$ cat config.mk
export PLATFORM = sky130hd
export DESIGN_NAME = sram_like_arbiter_flat
export DESIGN_NICKNAME = d
export VERILOG_FILES = /design/src/rtl/sram_like_arbiter_pkg.sv /design/src/rtl/sram_like_arbiter_if.sv /design/src/rtl/sram_like_arbiter_arb_pick2.sv /design/src/rtl/sram_like_arbiter.sv /design/src/flat_wrapper.sv
export SDC_FILE = /design/constraint.sdc
export NUM_CORES = 1
export LEC_CHECK = 0
export CORE_AREA = 4 4 116 118
export CTS_CLUSTER_DIAMETER = 120
export CTS_CLUSTER_SIZE = 10
export DETAILED_ROUTE_END_ITERATION = 6
export DIE_AREA = 0 0 120 122
export PLACE_DENSITY = 0.72
export SETUP_SLACK_MARGIN = 0.05
export SLEW_MARGIN = 20
export SYNTH_ARGS = -nofsm -noshare
export SYNTH_HDL_FRONTEND = slang
export SYNTH_HIERARCHICAL = 1
export SYNTH_SLANG_ARGS = --single-unit
$ cat constraint.sdc
create_clock -name clk -period 1.55 [get_ports clk]
set_input_delay 0.155 -clock clk [delete_from_list [all_inputs] [get_ports clk]]
set_output_delay 0.155 -clock clk [all_outputs]
set_load 0.01 [all_outputs]
$ cat src/rtl/sram_like_arbiter_pkg.sv
// Shared encodings for the sram_like two-requester arbiter: FSM states,
// owner codes, transfer sizes and the forwarded command bundle.
package sram_like_arbiter_pkg;

  typedef enum logic [1:0] {
    ARB_IDLE = 2'd0,
    ARB_REQ  = 2'd1,
    ARB_WAIT = 2'd2
  } arb_state_e;

  localparam logic OWN_INST = 1'b0;
  localparam logic OWN_DATA = 1'b1;

  localparam logic [1:0] SZ_BYTE = 2'b00;
  localparam logic [1:0] SZ_HALF = 2'b01;
  localparam logic [1:0] SZ_WORD = 2'b10;

  typedef struct packed {
    logic        wr;
    logic [1:0]  size;
    logic [31:0] addr;
    logic [31:0] wdata;
  } sl_cmd_t;

  // One-hot steering vector {data, inst} for an owner code.
  function automatic logic [1:0] own2gnt(input logic own);
    return (own == OWN_DATA) ? 2'b10 : 2'b01;
  endfunction

endpackage

$ cat src/rtl/sram_like_arbiter_if.sv
// sram_like port bundle. The requester side is the master; the memory
// side (or an arbiter input) is the slave.
interface sram_like_arbiter_if;
  logic        req;
  logic        wr;
  logic [1:0]  size;
  logic [31:0] addr;
  logic [31:0] wdata;
  logic        addr_ok;
  logic        data_ok;
  logic [31:0] rdata;

  modport master (
    output req, wr, size, addr, wdata,
    input  addr_ok, data_ok, rdata
  );

  modport slave (
    input  req, wr, size, addr, wdata,
    output addr_ok, data_ok, rdata
  );
endinterface

$ cat src/rtl/sram_like_arbiter_arb_pick2.sv
// Two-way picker: bit0 = inst, bit1 = data. On a tie the data side wins
// when i_prio is set, otherwise the side that was not granted last.
module arb_pick2
  import sram_like_arbiter_pkg::*;
(
  input  logic [1:0] i_req,
  input  logic       i_last,
  input  logic       i_prio,
  output logic [1:0] o_gnt
);

  always_comb begin
    o_gnt = 2'b00;
    unique case (i_req)
      2'b01:   o_gnt = 2'b01;
      2'b10:   o_gnt = 2'b10;
      2'b11:   o_gnt = (i_prio || (i_last == OWN_INST)) ? 2'b10 : 2'b01;
      default: o_gnt = 2'b00;
    endcase
  end

endmodule

$ cat src/rtl/sram_like_arbiter.sv
// Shares one sram_like port between the IF-stage (inst) and MEM-stage (data)
// requesters, one transaction outstanding, with inst flush support.
module sram_like_arbiter
  import sram_like_arbiter_pkg::*;
#(
  parameter bit DATA_PRIORITY = 1'b1
) (
  input  logic                       clk,
  input  logic                       reset,
  input  logic                       inst_cancel,
  sram_like_arbiter_if.slave         inst_if,
  sram_like_arbiter_if.slave         data_if,
  sram_like_arbiter_if.master        m_if
);

  arb_state_e r_state, w_state_nxt;
  logic       r_owner, w_owner_nxt;
  logic       r_last,  w_last_nxt;
  logic       r_drop,  w_drop_nxt;

  logic [1:0] w_req, w_gnt, w_aok, w_dok;
  logic       w_sel, w_mreq, w_own_req, w_drop_now;
  sl_cmd_t    w_inst_cmd, w_data_cmd, w_fwd;

  assign w_req = {data_if.req, inst_if.req};

  assign w_inst_cmd = '{wr: inst_if.wr, size: inst_if.size,
                        addr: inst_if.addr, wdata: inst_if.wdata};
  assign w_data_cmd = '{wr: data_if.wr, size: data_if.size,
                        addr: data_if.addr, wdata: data_if.wdata};

  arb_pick2 u_pick (
    .i_req  (w_req),
    .i_last (r_last),
    .i_prio (DATA_PRIORITY),
    .o_gnt  (w_gnt)
  );

  assign w_own_req  = (r_owner == OWN_DATA) ? data_if.req : inst_if.req;
  // A flush only matters once inst owns the port; in IDLE it is ignored.
  assign w_drop_now = r_drop | (inst_cancel & (r_owner == OWN_INST));

  always_comb begin
    w_state_nxt = r_state;
    w_owner_nxt = r_owner;
    w_last_nxt  = r_last;
    w_drop_nxt  = r_drop;
    w_sel       = r_owner;
    w_mreq      = 1'b0;
    w_aok       = 2'b00;
    w_dok       = 2'b00;
    unique case (r_state)
      ARB_IDLE: begin
        if (|w_req) begin
          w_sel       = w_gnt[1] ? OWN_DATA : OWN_INST;
          w_mreq      = 1'b1;
          w_owner_nxt = w_sel;
          if (m_if.addr_ok) begin
            w_aok       = own2gnt(w_sel);
            w_last_nxt  = w_sel;
            w_state_nxt = ARB_WAIT;
          end else begin
            w_state_nxt = ARB_REQ;
          end
        end
      end
      ARB_REQ: begin
        w_drop_nxt = w_drop_now;
        // A cancelled request is kept on the bus so the slave sees a clean
        // handshake; its data is swallowed later.
        if (!w_own_req && !w_drop_now) begin
          w_state_nxt = ARB_IDLE;
          w_drop_nxt  = 1'b0;
        end else begin
          w_mreq = 1'b1;
          if (m_if.addr_ok) begin
            w_aok       = own2gnt(r_owner) & w_req;
            w_last_nxt  = r_owner;
            w_state_nxt = ARB_WAIT;
          end
        end
      end
      ARB_WAIT: begin
        w_drop_nxt = w_drop_now;
        if (m_if.data_ok) begin
          if (!w_drop_now) w_dok = own2gnt(r_owner);
          w_state_nxt = ARB_IDLE;
          w_drop_nxt  = 1'b0;
        end
      end
      default: w_state_nxt = ARB_IDLE;
    endcase
  end

  always_ff @(posedge clk) begin
    if (reset) begin
      r_state <= ARB_IDLE;
      r_owner <= OWN_INST;
      r_last  <= OWN_INST;
      r_drop  <= 1'b0;
    end else begin
      r_state <= w_state_nxt;
      r_owner <= w_owner_nxt;
      r_last  <= w_last_nxt;
      r_drop  <= w_drop_nxt;
    end
  end

  assign w_fwd = (w_sel == OWN_DATA) ? w_data_cmd : w_inst_cmd;

  // Everything is held at zero while reset is high, including mid-transaction.
  assign m_if.req   = w_mreq & ~reset;
  assign m_if.wr    = w_fwd.wr & ~reset;
  assign m_if.size  = reset ? 2'b00 : w_fwd.size;
  assign m_if.addr  = reset ? 32'd0 : w_fwd.addr;
  assign m_if.wdata = reset ? 32'd0 : w_fwd.wdata;

  assign inst_if.addr_ok = w_aok[0] & ~reset;
  assign data_if.addr_ok = w_aok[1] & ~reset;
  assign inst_if.data_ok = w_dok[0] & ~reset;
  assign data_if.data_ok = w_dok[1] & ~reset;
  assign inst_if.rdata   = reset ? 32'd0 : m_if.rdata;
  assign data_if.rdata   = reset ? 32'd0 : m_if.rdata;

endmodule
$ cat src/flat_wrapper.sv
// flat-port wrapper written by rule: the top's interface ports become plain ports
module sram_like_arbiter_flat import sram_like_arbiter_pkg::*;
#(
  parameter bit DATA_PRIORITY = 1'b1
)
  (clk, reset, inst_cancel, inst_if_req, inst_if_wr, inst_if_size, inst_if_addr, inst_if_wdata, inst_if_addr_ok, inst_if_data_ok, inst_if_rdata, data_if_req, data_if_wr, data_if_size, data_if_addr, data_if_wdata, data_if_addr_ok, data_if_data_ok, data_if_rdata, m_if_req, m_if_wr, m_if_size, m_if_addr, m_if_wdata, m_if_addr_ok, m_if_data_ok, m_if_rdata);
  sram_like_arbiter_if inst_if_i ();
  sram_like_arbiter_if data_if_i ();
  sram_like_arbiter_if m_if_i ();
  input  logic clk;
  input  logic reset;
  input  logic inst_cancel;
  input wire logic [$bits(inst_if_i.req)-1:0] inst_if_req;
  input wire logic [$bits(inst_if_i.wr)-1:0] inst_if_wr;
  input wire logic [$bits(inst_if_i.size)-1:0] inst_if_size;
  input wire logic [$bits(inst_if_i.addr)-1:0] inst_if_addr;
  input wire logic [$bits(inst_if_i.wdata)-1:0] inst_if_wdata;
  output wire logic [$bits(inst_if_i.addr_ok)-1:0] inst_if_addr_ok;
  output wire logic [$bits(inst_if_i.data_ok)-1:0] inst_if_data_ok;
  output wire logic [$bits(inst_if_i.rdata)-1:0] inst_if_rdata;
  input wire logic [$bits(data_if_i.req)-1:0] data_if_req;
  input wire logic [$bits(data_if_i.wr)-1:0] data_if_wr;
  input wire logic [$bits(data_if_i.size)-1:0] data_if_size;
  input wire logic [$bits(data_if_i.addr)-1:0] data_if_addr;
  input wire logic [$bits(data_if_i.wdata)-1:0] data_if_wdata;
  output wire logic [$bits(data_if_i.addr_ok)-1:0] data_if_addr_ok;
  output wire logic [$bits(data_if_i.data_ok)-1:0] data_if_data_ok;
  output wire logic [$bits(data_if_i.rdata)-1:0] data_if_rdata;
  output wire logic [$bits(m_if_i.req)-1:0] m_if_req;
  output wire logic [$bits(m_if_i.wr)-1:0] m_if_wr;
  output wire logic [$bits(m_if_i.size)-1:0] m_if_size;
  output wire logic [$bits(m_if_i.addr)-1:0] m_if_addr;
  output wire logic [$bits(m_if_i.wdata)-1:0] m_if_wdata;
  input wire logic [$bits(m_if_i.addr_ok)-1:0] m_if_addr_ok;
  input wire logic [$bits(m_if_i.data_ok)-1:0] m_if_data_ok;
  input wire logic [$bits(m_if_i.rdata)-1:0] m_if_rdata;
  assign inst_if_i.req = inst_if_req;
  assign inst_if_i.wr = inst_if_wr;
  assign inst_if_i.size = inst_if_size;
  assign inst_if_i.addr = inst_if_addr;
  assign inst_if_i.wdata = inst_if_wdata;
  assign inst_if_addr_ok = inst_if_i.addr_ok;
  assign inst_if_data_ok = inst_if_i.data_ok;
  assign inst_if_rdata = inst_if_i.rdata;
  assign data_if_i.req = data_if_req;
  assign data_if_i.wr = data_if_wr;
  assign data_if_i.size = data_if_size;
  assign data_if_i.addr = data_if_addr;
  assign data_if_i.wdata = data_if_wdata;
  assign data_if_addr_ok = data_if_i.addr_ok;
  assign data_if_data_ok = data_if_i.data_ok;
  assign data_if_rdata = data_if_i.rdata;
  assign m_if_req = m_if_i.req;
  assign m_if_wr = m_if_i.wr;
  assign m_if_size = m_if_i.size;
  assign m_if_addr = m_if_i.addr;
  assign m_if_wdata = m_if_i.wdata;
  assign m_if_i.addr_ok = m_if_addr_ok;
  assign m_if_i.data_ok = m_if_data_ok;
  assign m_if_i.rdata = m_if_rdata;
  sram_like_arbiter #(.DATA_PRIORITY(DATA_PRIORITY)) u_core (.clk(clk), .reset(reset), .inst_cancel(inst_cancel), .inst_if(inst_if_i), .data_if(data_if_i), .m_if(m_if_i));
endmodule
Word level (Yosys, flattened, before mapping)
Cells that the tools add are included.

Input bits: 173. Register bits after elaboration: 4.

Multiplexer cells: 32. Reductions and logical operators: 8. Equality and inequality tests: 8. Bitwise gates (word level): 11.

Operator list (count): two-way mux 32 bit (3); two-way mux 67 bit (1); two-way mux 2 bit (15); two-way mux 1 bit (8); one-hot mux 2 bit (2 select lines) (2); AND 1 bit (7); equality test 2 bit, second input constant (3); one-hot mux 2 bit (3 select lines) (1); equality test 2 x 1 -> 1 bit, second input constant (2); one-hot mux 1 bit (2 select lines) (2); OR reduction 2 bit (2); inequality test 3 x 2 -> 1 bit, second input constant (1); AND reduction 3 bit (1); AND 2 bit (1); logical NOT 1 bit (2); logical NOT 2 bit (1); inequality test 2 x 1 -> 1 bit, second input constant (1); inequality test 2 bit, second input constant (1); inverter 1 bit (2); nonzero test 2 bit (1); logical AND 1 bit (1); OR 1 bit (1).

Longest topological paths before layout
Depth after elaboration: 9. Depth in mapped cells: 8. Mapped depth without buffers: 6.

By module
Netlist, hierarchy kept.

Modules (own cells, without submodules): sram_like_arbiter (seq. area each 100.1 um2, instances 1, cells each 341, area each 1803.0 um2); arb_pick2 (seq. area each 0.0 um2, instances 1, cells each 4, area each 30.0 um2).

Least setup slack after synthesis
OpenSTA, ideal clock, no wires.

Kind: register to output. Start: register u_core.r_state[0]. End: output m_if_wdata[10]. Setup slack: -0.231 ns. Buffers on the path: 2. Arrival time: 1.626 ns. Required time: 1.395 ns. Stages on the path, launching flop included: 9. Path through: dfxtp_1 > inv_1 > ha_1 > o211ai_1 > a21boi_2 > buf_2 > buf_2 > nand2_1 > a21oi_1.

Word-level cells in the longest chain between the ends: 4.

Ends and longest elaborated chain: from (decl) (RTL line sram_like_arbiter.sv:16) `arb_state_e r_state, w_state_nxt;`; from (signal assigned) (RTL line sram_like_arbiter.sv:102) `r_state <= w_state_nxt;`; logical NOT 2 bit (RTL line sram_like_arbiter.sv:52) `unique case (r_state)`; two-way mux 1 bit (RTL line sram_like_arbiter.sv:52); two-way mux 67 bit (RTL line sram_like_arbiter.sv:109) `assign w_fwd = (w_sel == OWN_DATA) ? w_data_cmd : w_inst_cmd;`; two-way mux 32 bit (RTL line sram_like_arbiter.sv:116) `assign m_if.wdata = reset ? 32'd0 : w_fwd.wdata;`; to (decl) (RTL line flat_wrapper.sv:33) `output wire logic [$bits(m_if_i.wdata)-1:0] m_if_wdata;`.

No other way between the ends.

Final worst setup path
Start: register u_core.r_state[0]. End: output m_if_wdata[2].

The elaborated chain is that of the path after synthesis.

==> reports/results.ini <==
[final_layout]
nets=845
fin_area_um2=6001
drive_gt1_frac=0.4326
final_cell_mix=clkdlybuf4s50_1 (179), nand2_1 (87), a21oi_2 (66)
final_common_cell=clkdlybuf4s50_1
regArea_um2=103.9
diodes=0
final_cell_count_no_fill=840
multi_input_area_um2=1942
fillers=1208
fin_util=0.4814
syn2layout_area_growth_pct=228.7

[timing]
fin_skew_ns=0.002378
maxSlewViolCount=0
fin_crit_sh=1.400
holdWs_ns=0.2952
finalSetupViolCount=73
fin_ws_ns=-0.6202
finalHoldViolations=0
layout_min_cycle_time_ns=2.170
fin_tns_setup_ns=-38.90
rsz0062_at_grt=yes
max_freq_ghz=0.4608

[critical_path]
r2r_slack_ns=-0.23
r2r_end=u_core/r_state[0]$_SDFFE_PP0P_
critPathKind=reg -> out
crit_end=m_if_wdata[2]
end_kind=output pin
timing.rr.start=u_core/r_state[0]$_SDFFE_PP0P_
crit_arrival_ns=2.02
cp.required_ns=1.39
crit_start=u_core/r_state[0]$_SDFFE_PP0P_
worstSetupStartpointType=flop
rr_worst_depth=8
critPathMaxFanout=6

[place]
dpl_worst_slack_ns=-0.9776
port_buffers=308
hpwl_um=9870
dpl-instance-area_um2=5330
place_congestion=0.8285
dp.cells=799

[die]
fp.dieH_um=122
core_area_um2=12470
io_pins=309
num_rows=41
dieArea_um2=14640
die_x_um=120
start_util=0.1464

[cts]
clk_pin_slew_worst_paths_ns=0.03
tritoncts=yes
numCtsBuffers=3
hold_buffers=0
insertion_delay_ns=0.23
root_buffer=clkbuf_16
cts_sinks=5
cts.path.max_buffers=2
cts_htree_levels=1

[global_routing]
grt_max_degree=40
grt-ovfl-total=0
grt_pass1_vias=3555
grt_antenna_before_repair=0
grt.total_usage=0.1521
grt_pass1_wl_um=18050

[synthesis]
syn_avg_cell_area_um2=5.307
yosysWarnings=6
synthesis.nets=520
syn_area_um2=1826
syn_inst=344

[route]
num_vias=3621
met1Wirelength_um=5133
top_layer=met4
drc_errors=0
drt-initial-drc-count=104
ant_nets=0
wl_met2_um=7571
drt-wirelength-per-cell_um=16.90
drt-total-wl_um=14200
route.met3.wl_um=1325
routed_via_density=4.311
first_pass_iters=4

[job]
maxCapViolCount=0

[hold_path]
hold_class=in -> reg

[power_and_ir_drop]
p_leak_nw=2.976
power_mw=3.369
ir_worst_vdd_v=0.0004639
power_density_nw_per_um2=561.4

[outcome]
status=complete, but fails checks
failed_checks=setup timing

[flip-flops by register name (all words and copies together) (netlist names)]
name            count
u_core/r_state      2
u_core/r_drop       1
u_core/r_owner      1
u_core/r_last       1
[worst min path at each step]
stage          cells past startpoint                       start                             end
2_1_floorplan                      1                m_if_data_ok      u_core/r_drop$_SDFFE_PP0P_
3_3_place_gp                       2  u_core/r_last$_SDFFE_PP0P_      u_core/r_last$_SDFFE_PP0P_
4_1_cts                            2                       reset  u_core/r_state[0]$_SDFFE_PP0P_
5_1_grt                            2                       reset  u_core/r_state[0]$_SDFFE_PP0P_
3_5_place_dp                       2  u_core/r_last$_SDFFE_PP0P_      u_core/r_last$_SDFFE_PP0P_
6_report                           2                       reset  u_core/r_state[0]$_SDFFE_PP0P_
[worst max-delay path, stage by stage (launching register included)]
cell,delay [ns]
dfxtp_2,0.32
inv_2,0.05
ha_4,0.16
o211ai_1,0.10
buf_4,0.15
a21boi_4,0.25
buf_12,0.15
buf_8,0.10
buf_8,0.13
nand2_1,0.07
a21oi_2,0.14
buf_2,0.14
[where the power goes]
group	total [mW]	leakage, nW	internal, mW	switching (mW)
combinational	2.78	2.90	1.53	1.25
sequential	0.164	0.0423	0.147	0.0169
clock	0.428	0.0382	0.341	0.0865
[repair_timing]
action,CTS,global route
setup endpoints to repair,106,111
resized for setup,277,184
gates cloned,4,7
pin swaps,7,51
setup buffers,9,18
[per-layer routing]
layer | GRT usage | vias up
met5 | 0 | -
met3 | 0.03621 | 14
li1 | - | 1732
met4 | 0.03078 | 0
met2 | 0.2993 | 216
met1 | 0.1643 | 1659
[area by class of cell]
type | count | area share
inverters | 5 | 0.003128
flip-flops and latches | 5 | 0.01731
multi-input cells | 275 | 0.3236
repair buffers | 379 | 0.6070
well taps | 172 | 0.03586
clock buffers | 4 | 0.01314
Note: power is estimated with default switching activity, not from simulation.
